==> config.mk <==
export PLATFORM = sky130hd
export DESIGN_NAME = fadd_arb
export DESIGN_NICKNAME = d
export VERILOG_FILES = /design/src/rtl/fpu_pkg.sv /design/src/rtl/fadd_rr_arb.sv /design/src/rtl/fadd_arb.sv
export SDC_FILE = /design/constraint.sdc
export NUM_CORES = 1
export LEC_CHECK = 0
export BUFFER_PORTS_ARGS = -buffer_cell sky130_fd_sc_hd__buf_4
export CAP_MARGIN = 5
export CORE_AREA = 2 2 120 122
export DETAILED_ROUTE_END_ITERATION = 6
export DIE_AREA = 0 0 122 124
export PLACE_DENSITY_LB_ADDON = 0.3
export SYNTH_ARGS = -nofsm -noshare
export SYNTH_HDL_FRONTEND = slang
export SYNTH_SLANG_ARGS = --single-unit
export TNS_END_PERCENT = 50
==> constraint.sdc <==
create_clock -name clk -period 2.35 [get_ports clk]
set_clock_uncertainty 0.1 [all_clocks]
set_input_delay 0.47 -clock clk [delete_from_list [all_inputs] [get_ports clk]]
set_output_delay 0.47 -clock clk [all_outputs]
set_load 0.01 [all_outputs]
==> src/rtl/fpu_pkg.sv <==
// Shared definitions for the FPU issue logic: rounding modes, default pipeline
// depth, owner tag width and the operand bundle carried into the datapath.
package fpu_pkg;

  typedef enum logic [1:0] {
    RM_RNE = 2'b00,
    RM_RDN = 2'b01,
    RM_RUP = 2'b10,
    RM_RTZ = 2'b11
  } rm_e;

  localparam int FADD_LAT_DEFAULT = 3;
  localparam int OWNER_W          = 1;

  // Which requester won the most recent transfer; the other one wins the next tie.
  typedef enum logic {
    LAST_REQ0 = 1'b0,
    LAST_REQ1 = 1'b1
  } rr_last_e;

  typedef struct packed {
    logic [31:0] a;
    logic [31:0] b;
    logic        sub;
    rm_e         rm;
  } fadd_op_t;

  function automatic fadd_op_t make_op(input logic [31:0] a, input logic [31:0] b,
                                       input logic sub, input logic [1:0] rm);
    fadd_op_t op;
    op.a   = a;
    op.b   = b;
    op.sub = sub;
    op.rm  = rm_e'(rm);
    return op;
  endfunction

endpackage

==> src/rtl/fadd_rr_arb.sv <==
// Two-way round-robin arbiter: a lone requester always wins, a tie goes to the
// requester that did not win last; the pointer moves only when a grant is taken.
module fadd_rr_arb
  import fpu_pkg::*;
(
  input  logic               clk,
  input  logic               clrn,
  input  logic               req0,
  input  logic               req1,
  input  logic               xfer,
  output logic               gnt_v,
  output logic [OWNER_W-1:0] gnt_idx
);

  rr_last_e last_q;

  always_comb begin
    gnt_v   = req0 | req1;
    gnt_idx = OWNER_W'(0);
    if (req0 && req1) begin
      gnt_idx = (last_q == LAST_REQ0) ? OWNER_W'(1) : OWNER_W'(0);
    end else if (req1) begin
      gnt_idx = OWNER_W'(1);
    end
  end

  // Reset value makes req0 the winner of the first tie.
  always_ff @(posedge clk or negedge clrn) begin
    if (!clrn) begin
      last_q <= LAST_REQ1;
    end else if (xfer) begin
      last_q <= (gnt_idx == OWNER_W'(1)) ? LAST_REQ1 : LAST_REQ0;
    end
  end

endmodule

==> src/rtl/fadd_arb.sv <==
// Issue/response arbiter for two requesters sharing one LAT-deep fadd pipeline.
// An owner tag travels alongside each operation so the result is routed back.
module fadd_arb
  import fpu_pkg::*;
#(
  parameter int LAT = FADD_LAT_DEFAULT
) (
  input  logic        clk,
  input  logic        clrn,
  input  logic        req0_v,
  input  logic [31:0] req0_a,
  input  logic [31:0] req0_b,
  input  logic        req0_sub,
  input  logic [1:0]  req0_rm,
  output logic        req0_rdy,
  input  logic        req1_v,
  input  logic [31:0] req1_a,
  input  logic [31:0] req1_b,
  input  logic        req1_sub,
  input  logic [1:0]  req1_rm,
  output logic        req1_rdy,
  output logic [31:0] dp_a,
  output logic [31:0] dp_b,
  output logic        dp_sub,
  output logic [1:0]  dp_rm,
  output logic        dp_en,
  input  logic [31:0] dp_s,
  output logic        rsp0_v,
  output logic [31:0] rsp0_s,
  input  logic        rsp0_ack,
  output logic        rsp1_v,
  output logic [31:0] rsp1_s,
  input  logic        rsp1_ack,
  input  logic        flush,
  output logic        busy
);

  logic [LAT-1:0]     v_q;
  logic [OWNER_W-1:0] owner_q [LAT];

  logic               req0_live;
  logic               req1_live;
  logic               gnt_v;
  logic [OWNER_W-1:0] gnt_idx;
  logic               xfer;
  logic               tail_v;
  logic [OWNER_W-1:0] tail_own;
  logic               tail_ack;
  fadd_op_t           sel_op;

  // Requests are masked during reset so nothing is granted or driven onto dp_*.
  assign req0_live = req0_v & clrn;
  assign req1_live = req1_v & clrn;

  fadd_rr_arb u_arb (
    .clk     (clk),
    .clrn    (clrn),
    .req0    (req0_live),
    .req1    (req1_live),
    .xfer    (xfer),
    .gnt_v   (gnt_v),
    .gnt_idx (gnt_idx)
  );

  assign tail_v   = v_q[LAT-1];
  assign tail_own = owner_q[LAT-1];
  assign tail_ack = (tail_own == OWNER_W'(1)) ? rsp1_ack : rsp0_ack;

  // The whole pipeline freezes only while a finished result waits for its ack.
  assign dp_en = ~(tail_v & ~tail_ack);

  assign req0_rdy = gnt_v & (gnt_idx == OWNER_W'(0)) & dp_en & ~flush;
  assign req1_rdy = gnt_v & (gnt_idx == OWNER_W'(1)) & dp_en & ~flush;
  assign xfer     = req0_rdy | req1_rdy;

  always_comb begin
    sel_op = '0;
    if (gnt_v) begin
      if (gnt_idx == OWNER_W'(1)) begin
        sel_op = make_op(req1_a, req1_b, req1_sub, req1_rm);
      end else begin
        sel_op = make_op(req0_a, req0_b, req0_sub, req0_rm);
      end
    end
  end

  assign dp_a   = sel_op.a;
  assign dp_b   = sel_op.b;
  assign dp_sub = sel_op.sub;
  assign dp_rm  = sel_op.rm;

  assign rsp0_v = tail_v & (tail_own == OWNER_W'(0)) & ~flush;
  assign rsp1_v = tail_v & (tail_own == OWNER_W'(1)) & ~flush;
  assign rsp0_s = rsp0_v ? dp_s : 32'd0;
  assign rsp1_s = rsp1_v ? dp_s : 32'd0;

  assign busy = |v_q;

  // Valid/owner tracking mirrors the datapath stages; a flush only kills valids.
  always_ff @(posedge clk or negedge clrn) begin
    if (!clrn) begin
      v_q <= '0;
      for (int i = 0; i < LAT; i++) begin
        owner_q[i] <= '0;
      end
    end else if (flush) begin
      v_q <= '0;
    end else if (dp_en) begin
      v_q        <= {v_q[LAT-2:0], xfer};
      owner_q[0] <= gnt_idx;
      for (int i = 1; i < LAT; i++) begin
        owner_q[i] <= owner_q[i-1];
      end
    end
  end

  a_one_rdy : assert property (@(posedge clk) disable iff (!clrn) !(req0_rdy && req1_rdy));

endmodule

=== Yosys cells after proc, flatten, opt, wreduce, memory -nomap -nowiden ===
Cells that the tools add are included.

* Reductions and logical operators: 3
* Bitwise logic cells: 20
* Muxes and demuxes: 11
* Eq/ne operators: 1

{| class="wikitable"
|+ Operators with widths
! kind !! number
|-
| 67-bit 2-to-1 mux || 2
|-
| 32-bit 2-to-1 mux || 2
|-
| 1-bit bitwise AND || 13
|-
| 3-bit 2-to-1 mux || 2
|-
| 1-bit 2-to-1 mux || 5
|-
| 1-bit NOT || 5
|-
| 3-bit OR reduction || 1
|-
| 2-bit != test (second input constant) || 1
|-
| 1-bit OR || 2
|-
| 2-bit AND reduction || 1
|-
| 1-bit logical AND || 1
|}

* Input bits: 173
* Output and inout bits: 137
* Register bits after elaboration: 7

=== Logic depth before layout (Yosys ltp) ===
Gate-level depths: netlist of the first run.

* Depth in word-level cells: 10
* Mapped depth: 5
* Mapped depth without buffers: 4

=== Cells and area by module ===
From an unflattened synthesis of the first run, not the netlist that was laid out.

* Cell total of the unflattened synthesis: 257
* Area, all modules: 1,991.9 um^2

{| class="wikitable"
|+ By module, submodules not included
! module !! area each (um^2) !! cells each !! times used !! sequential area each (um^2)
|-
| fadd_arb || 1,933.1 || 253 || 1 || 150.1
|-
| fadd_rr_arb || 58.8 || 4 || 1 || 26.3
|}

=== Worst setup path before layout of the first run ===
No wires, ideal clock.

* Path type: reg2out
* Start: register u_arb.last_q
* End: output dp_a[0]
* Data arrival time: 1.425 ns
* Cell stages (with the launch flop): 6
* Path buffers: 3
* Slack: 0.355 ns
* Data required time: 1.780 ns
* Path through: dfstp_2 -> a21boi_1 -> buf_2 -> buf_4 -> buf_6 -> a311oi_1

* Longest elaborated chain between the ends: 4

{| class="wikitable"
|+ Ends and longest elaborated chain
! element !! line !! source
|-
| from (decl) || fadd_rr_arb.sv:15 || <nowiki>rr_last_e last_q;</nowiki>
|-
| from (signal assigned) || fadd_rr_arb.sv:32 || <nowiki>last_q <= (gnt_idx == OWNER_W'(1)) ? LAST_REQ1 : LAST_REQ0;</nowiki>
|-
| 1-bit 2-to-1 mux || fadd_rr_arb.sv:21 || <nowiki>gnt_idx = (last_q == LAST_REQ0) ? OWNER_W'(1) : OWNER_W'(0);</nowiki>
|-
| 1-bit 2-to-1 mux || fadd_rr_arb.sv:20 || <nowiki>if (req0 && req1) begin</nowiki>
|-
| 67-bit 2-to-1 mux || fadd_arb.sv:79 || <nowiki>if (gnt_idx == OWNER_W'(1)) begin</nowiki>
|-
| 67-bit 2-to-1 mux || fadd_arb.sv:78 || <nowiki>if (gnt_v) begin</nowiki>
|-
| to (decl) || fadd_arb.sv:22 || <nowiki>output logic [31:0] dp_a,</nowiki>
|}

No other way between the ends.

=== Worst setup path in the final report of the first run ===
* Start: input req0_v
* End: output dp_b[10]

* Longest elaborated chain between the ends: 5

{| class="wikitable"
|+ Ends and longest elaborated chain
! element !! line !! source
|-
| from (decl) || fadd_arb.sv:10 || <nowiki>input logic req0_v,</nowiki>
|-
| 1-bit bitwise AND (*) || fadd_arb.sv:52 || <nowiki>assign req0_live = req0_v & clrn;</nowiki>
|-
| 1-bit logical AND || fadd_rr_arb.sv:20 ||
|-
| 1-bit 2-to-1 mux || fadd_rr_arb.sv:20 ||
|-
| 67-bit 2-to-1 mux || fadd_arb.sv:79 ||
|-
| 67-bit 2-to-1 mux (*) || fadd_arb.sv:78 ||
|-
| to (decl) || fadd_arb.sv:23 || <nowiki>output logic [31:0] dp_b,</nowiki>
|}

Every way passes the cells marked *; elsewhere a longest branch is shown, timed or not.

==> impl_metrics.tcl, run 1 <==
set metrics [dict create \
    status "finished, final reports clean" \
    layout_setup_ws_ns 0.0580 \
    grt_max_degree 51 \
    drv_cap 0 \
    avgSynthCellArea_um2 6.10 \
    ir_drop_uv 143 \
    path_clk_slew_ns 0.04 \
    rows 43 \
    highest_layer "met4" \
    met3_length_um 972 \
    wl_met1_um 3760 \
    area_growth_pct 132 \
    ctsLongestPathBuffers 2 \
    placed_area_um2 4690 \
    p_leak_uw 0.00268 \
    h-tree-depth 1 \
    netlist-cell-type-count 33 \
    drc_errors 0 \
    fp.dieH_um 124 \
    synth_fp_nets 515 \
    async_flop_share_pct 100 \
    synth_top_cell_by_area "a311oi_1" \
    min_period_ns 2.29 \
    fmax_mhz 436 \
    met2_length_um 5650 \
    io_pins 310 \
    synth_ff_type "dfrtp_1" \
    dp.cells 814 \
    grt_pass1_vias 3261 \
    yosys_warnings 0 \
    synth_seq_area_share_pct 8.45 \
    syn_area_um2 2090 \
    synth-edff-count 0 \
    worst_pin_slew_ns 0.438 \
    dp_hpwl_um 8770 \
    port-buffer-count 309 \
    drv_slew 0 \
    grt_use_total_pct 12.2 \
    drt_iter0_markers 79 \
    fin_area_um2 4830 \
    crit_type "in -> out" \
    post_route_cells_drive_above_1_share_pct 54.5 \
    setup-violations-final 0 \
    synth_area_leaders "a311oi_1 28%, and2_1 19%, inv_1 13%" \
    cts_buffers 3 \
    totalWireLength_um 10600 \
    overflow 0 \
    dpl_worst_slack_ns -0.00477 \
    cts_tree "built" \
    crit_fanout 22 \
    fin_cells 820 \
    n_antenna_cell 0 \
    hold_class "in -> async" \
    core_area_um2 13700 \
    finalCritPeriodShare_pct 97.5 \
    vias 3540 \
    crit_arrival_ns 1.72 \
    via_per_inst 4.32 \
    power_density_nw_per_um2 270 \
    grt_pass1_wl_um 15100 \
    max_slew_margin_pct 70.8 \
    fillers 1466 \
    cts-root-buf "clkbuf_16" \
    ys_ff_latch 7 \
    fin_nets 814 \
    crit_path_start_kind "input port" \
    gp_congestion 0.717 \
    synth_top_area_share_pct 27.7 \
    antenna_found_initial 0 \
    synth_common_cells "70 x inv_1, 67 x nor2_1, 66 x a311oi_1, 64 x and2_1, 17 x buf_2" \
    cts.sinks 7 \
    firstDrtPassIters 4 \
    hold_viol 0 \
    endpoint_kind "output port" \
    initial_core_util_pct 15.2 \
    rsz0062_at_grt "true" \
    postRouteAntennaNets 0 \
    fp.dieW_um 122 \
    yosysMostFrequentCell "inv_1" \
    clk_latency_ns 0.23 \
    die-area_um2 15100 \
    crit_required_ns 1.78 \
    wl_per_cell_um 12.9 \
    syn_inst 342 \
]
==> path summary, 6_finish.rpt <==
| path | start | endpoint | slack (ns) | depth (start not counted) |
|---|---|---|---|---|
| max reg2reg | tail_own$_DFFE_PN0P_ | owner_q[1]$_DFFE_PN0P_ | 0.78 | 4 |
| min in group clk | flush | v_q[2]$_DFFE_PN0P_ | 0.39 | 2 |
| max | req0_v | dp_b[10] | 0.06 | 7 |
| min | clrn | v_q[2]$_DFFE_PN0P_ | 0.19 | 2 |
| min reg2reg | owner_q[1]$_DFFE_PN0P_ | tail_own$_DFFE_PN0P_ | 0.40 | 1 |
| max in group asynchronous | clrn | owner_q[1]$_DFFE_PN0P_ | 1.43 | 2 |
==> report_power, final <==
group / switching [uW] / internal (uW) / leakage [uW] / total (uW)
Combinational: 378 / 478 / 0.00255 / 857
Clock: 65.6 / 226 / 0.0000382 / 291
Sequential: 16.4 / 140 / 0.0000904 / 156
Total: 460 / 844 / 0.00268 / 1300
==> cell type report <==
type / count / area [um^2] / share of cell area, %
clock buffers: 4 / 78.8 / 1.63
inverters: 70 / 263 / 5.43
multi-input cells: 227 / 1510 / 31.3
flip-flops and latches: 7 / 176 / 3.65
well taps: 180 / 225 / 4.66
repair buffers: 332 / 2580 / 53.3
==> cells by family (layout without fill, tap and decap cells) <==
kind of cell,after synthesis,count (layout),synth area share (%)
AO/OA/AOI/OAI,79,79,32.2
buffers and inverters,108,406,22.4
flip-flops,7,7,8.45
multiplexers,3,3,1.50
AND/OR/NAND/NOR,145,145,35.4
==> layer usage <==
metal	vias up	global-route usage, %
li1	1751	-
met1	1587	13.0
met2	187	23.7
met3	15	2.43
met4	0	4.02
met5	-	0
==> timing repair <==
item,CTS,global route
endpoints found under the hold margin,3,0
resized for setup,1,8
hold buffers,1,0
setup endpoints to repair,1,17
buffers inserted,0,1
pin swaps,0,4
==> state kept, by name (all words and copies together) (netlist names) <==
name / count
v_q: 3
u_arb.last_q: 1
owner_q: 2
tail_own: 1
==> worst max-delay path: stages <==
cell      delay (ns)
buf_4           0.14
a21boi_4        0.21
buf_12          0.19
buf_12          0.17
nor2_1          0.06
a311oi_2        0.29
buf_4           0.17
==> per-stage QoR <==
step                hold WS, ns  util, %  TNS [ns]  power, uW
CTS                       0.191     34.9         0       1300
finish                    0.187     35.2         0       1300
global route              0.208     35.2  -0.00259       1400
detailed placement        0.199     34.2  -0.00477       1000
global placement          0.200     34.2         0        986
floorplan                0.0744        -         0        512
==> layout by cell type, fill, tap and decap left out, types with 2 or more instances in the layout <==
master       n
nand2_1      3
dfrtp_1      6
clkbuf_16    3
a311oi_1    59
and2_1      64
a211oi_1     2
buf_6        2
nor2_1      67
inv_1       70
buf_12       6
a21oi_1      2
a311oi_2     7
mux2i_1      2
nand2b_1     2
buf_4      323
o21bai_1     2
(Power assumes the default switching activity.)
==> inputs of run 2 (changes only) <==
Settings changed: BUFFER_PORTS_ARGS -buffer_cell sky130_fd_sc_hd__buf_4 to unset, CORE_AREA 2 2 120 122 to 2 2 119 121, DIE_AREA 0 0 122 124 to 0 0 121 123, DONT_BUFFER_PORTS set to 1, SLEW_MARGIN set to 20.
==> impl_metrics.tcl, run 2 (synthesized netlist as in run 1, its figures left out) <==
set metrics [dict create \
    status "finished, final reports clean" \
    crit_buf_inv 3 \
    reg2reg_slack_ns 0.77 \
    rows 43 \
    h-tree-depth 1 \
    crit_path_start_kind "flip-flop" \
    most-common-layout-cells "77 x buf_4, 70 x inv_1, 66 x nor2_1" \
    crit_chain "a21boi_4 > buf_4 > clkbuf_16 > a311oi_1 > buf_4" \
    cts.sinks 7 \
    cts_tree "built" \
    ctsLongestPathBuffers 2 \
    fillers 1500 \
    overflow 0 \
    fin_cells 572 \
    path_depth 5 \
    final_common_cell "buf_4" \
    die-area_um2 14900 \
    p_switching_uw 382 \
    grt_pass1_vias 2175 \
    crit_family "flip-flops" \
    fmax_mhz 436 \
    min_period_ns 2.29 \
    area_growth_pct 43.0 \
    critPathMaxStageDelay_ns 0.56 \
    port-buffer-count 0 \
    via_per_inst 4.71 \
    holdWs_ns 0.205 \
    grt_max_degree 73 \
    max_slew_margin_pct 69.2 \
    worst_pin_slew_ns 0.462 \
    gp_congestion 0.753 \
    dp_hpwl_um 6280 \
    setup-violations-final 0 \
    hold_viol 0 \
    initial_core_util_pct 15.3 \
    p_clk_share_pct 27.7 \
    grt_use_total_pct 8.46 \
    finalCritPeriodShare_pct 97.6 \
    crit_end "dp_a[31]" \
    drt_iter0_markers 134 \
    switching_share_pct 37.1 \
    largest_reg_flops 3 \
    timing.rr.end "owner_q[1]$_DFFE_PN0P_" \
    ff_latch_area_um2 176 \
    reg_top3 "v_q x3, owner_q x2" \
    power_density_nw_per_um2 345 \
    pwr-share-comb_pct 57.3 \
    rr_startpoint "tail_own$_DFFE_PN0P_" \
    ir_drop_uv 164 \
    endpoint_kind "output port" \
    critPathSlowestCell "dfstp_2" \
    wl_per_cell_um 14.1 \
    crit_fanout 19 \
    io_pins 310 \
    drv_slew 0 \
    core_area_um2 13600 \
    r2r_cells 4 \
    crit_required_ns 1.78 \
    crit_path_start "u_arb.last_q$_DFFE_PN1P_" \
    cts_buffers 3 \
    drc_errors 0 \
    finish.utilization_pct 21.9 \
    dp.cells 563 \
    drv_cap 0 \
    top_register "v_q" \
    fin_nets 566 \
    multi_input_area_um2 1520 \
    grt_pass1_wl_um 10400 \
    cts-root-buf "clkbuf_16" \
    postRouteAntennaNets 0 \
    fin_area_um2 2980 \
    fp.dieW_um 121 \
    internal-power_uw 648 \
    placed_area_um2 2780 \
    post_route_cells_drive_above_1_share_pct 25.5 \
    setup_tns_ns 0 \
    hold_class "in -> reg" \
    power_frac_seq_pct 15.0 \
    path_clk_slew_ns 0.04 \
    firstDrtPassIters 4 \
    crit_arrival_ns 1.72 \
    p_leak_uw 0.00146 \
    totalWireLength_um 8040 \
    crit_type "reg -> out" \
    n_antenna_cell 0 \
    clk_latency_ns 0.23 \
    fp.dieH_um 123 \
    vias 2694 \
    crit_path_frequent_cell "buf_4" \
    antenna_found_initial 0 \
]
run 2: cell count changes in the layout (fill, tap and decap cells not counted), sizes merged:
cell	delta
clkbuf	+2
buf	-250
run 2: power groups by stage:
| stage | sequential [uW] | clock (uW) | combinational, uW |
|---|---|---|---|
| floorplan | 151 | 0 | 361 |
| global placement | 157 | 0 | 533 |
| detailed placement | 157 | 0 | 539 |
| CTS | 156 | 290 | 550 |
| global route | 158 | 300 | 643 |
| finish | 155 | 285 | 590 |
run 2: through the flow:
step / setup slack, ns / power (uW)
after global placement: 0.0823 / 689
after detailed placement: 0.0703 / 696
after global routing: -0.00617 / 1100
final: 0.0561 / 1030
after floorplan: 0.355 / 512
after CTS: 0.0163 / 996
run 2: worst min-delay path by stage:
stage,startpoint,endpoint,slack [ns],depth (start not counted)
detailed placement,clrn,owner_q[1]$_DFFE_PN0P_,0.08,0
CTS,flush,v_q[2]$_DFFE_PN0P_,0.20,1
finish,flush,v_q[2]$_DFFE_PN0P_,0.20,1
floorplan,clrn,owner_q[1]$_DFFE_PN0P_,0.07,0
global route,flush,v_q[2]$_DFFE_PN0P_,0.20,1
global placement,clrn,owner_q[1]$_DFFE_PN0P_,0.08,0
run 2: worst register-to-register path, stage by stage, from the launching register on:
cell and delay [ns]:
dfrtp_1 0.42, mux2i_1 0.17, buf_4 0.17, a21oi_1 0.24, mux2_2 0.36
run 2: layout make-up:
type	instances	share of cell area, %
Multi-Input combinational cell	227	50.8
Timing Repair Buffer	84	24.3
Inverter	70	8.81
Tap cell	180	7.55
Sequential cell	7	5.91
Clock buffer	4	2.64
run 2: per-layer routing:
layer  global-route usage (%)  wire length (um)  share of wire [%]
met5                        0                 0                  0
met4                     2.62                91                1.1
met3                     1.48               693                8.6
met2                     14.8              4170                 52
met1                     10.5              3080                 38
run 2: repair_timing:
action,in CTS,in global routing
gates resized for setup,3,5
pin swaps,0,1
cloned,0,2
hold buffers,1,0
setup buffers,0,2
endpoints found under the setup margin,1,23
hold endpoints to repair,7,0
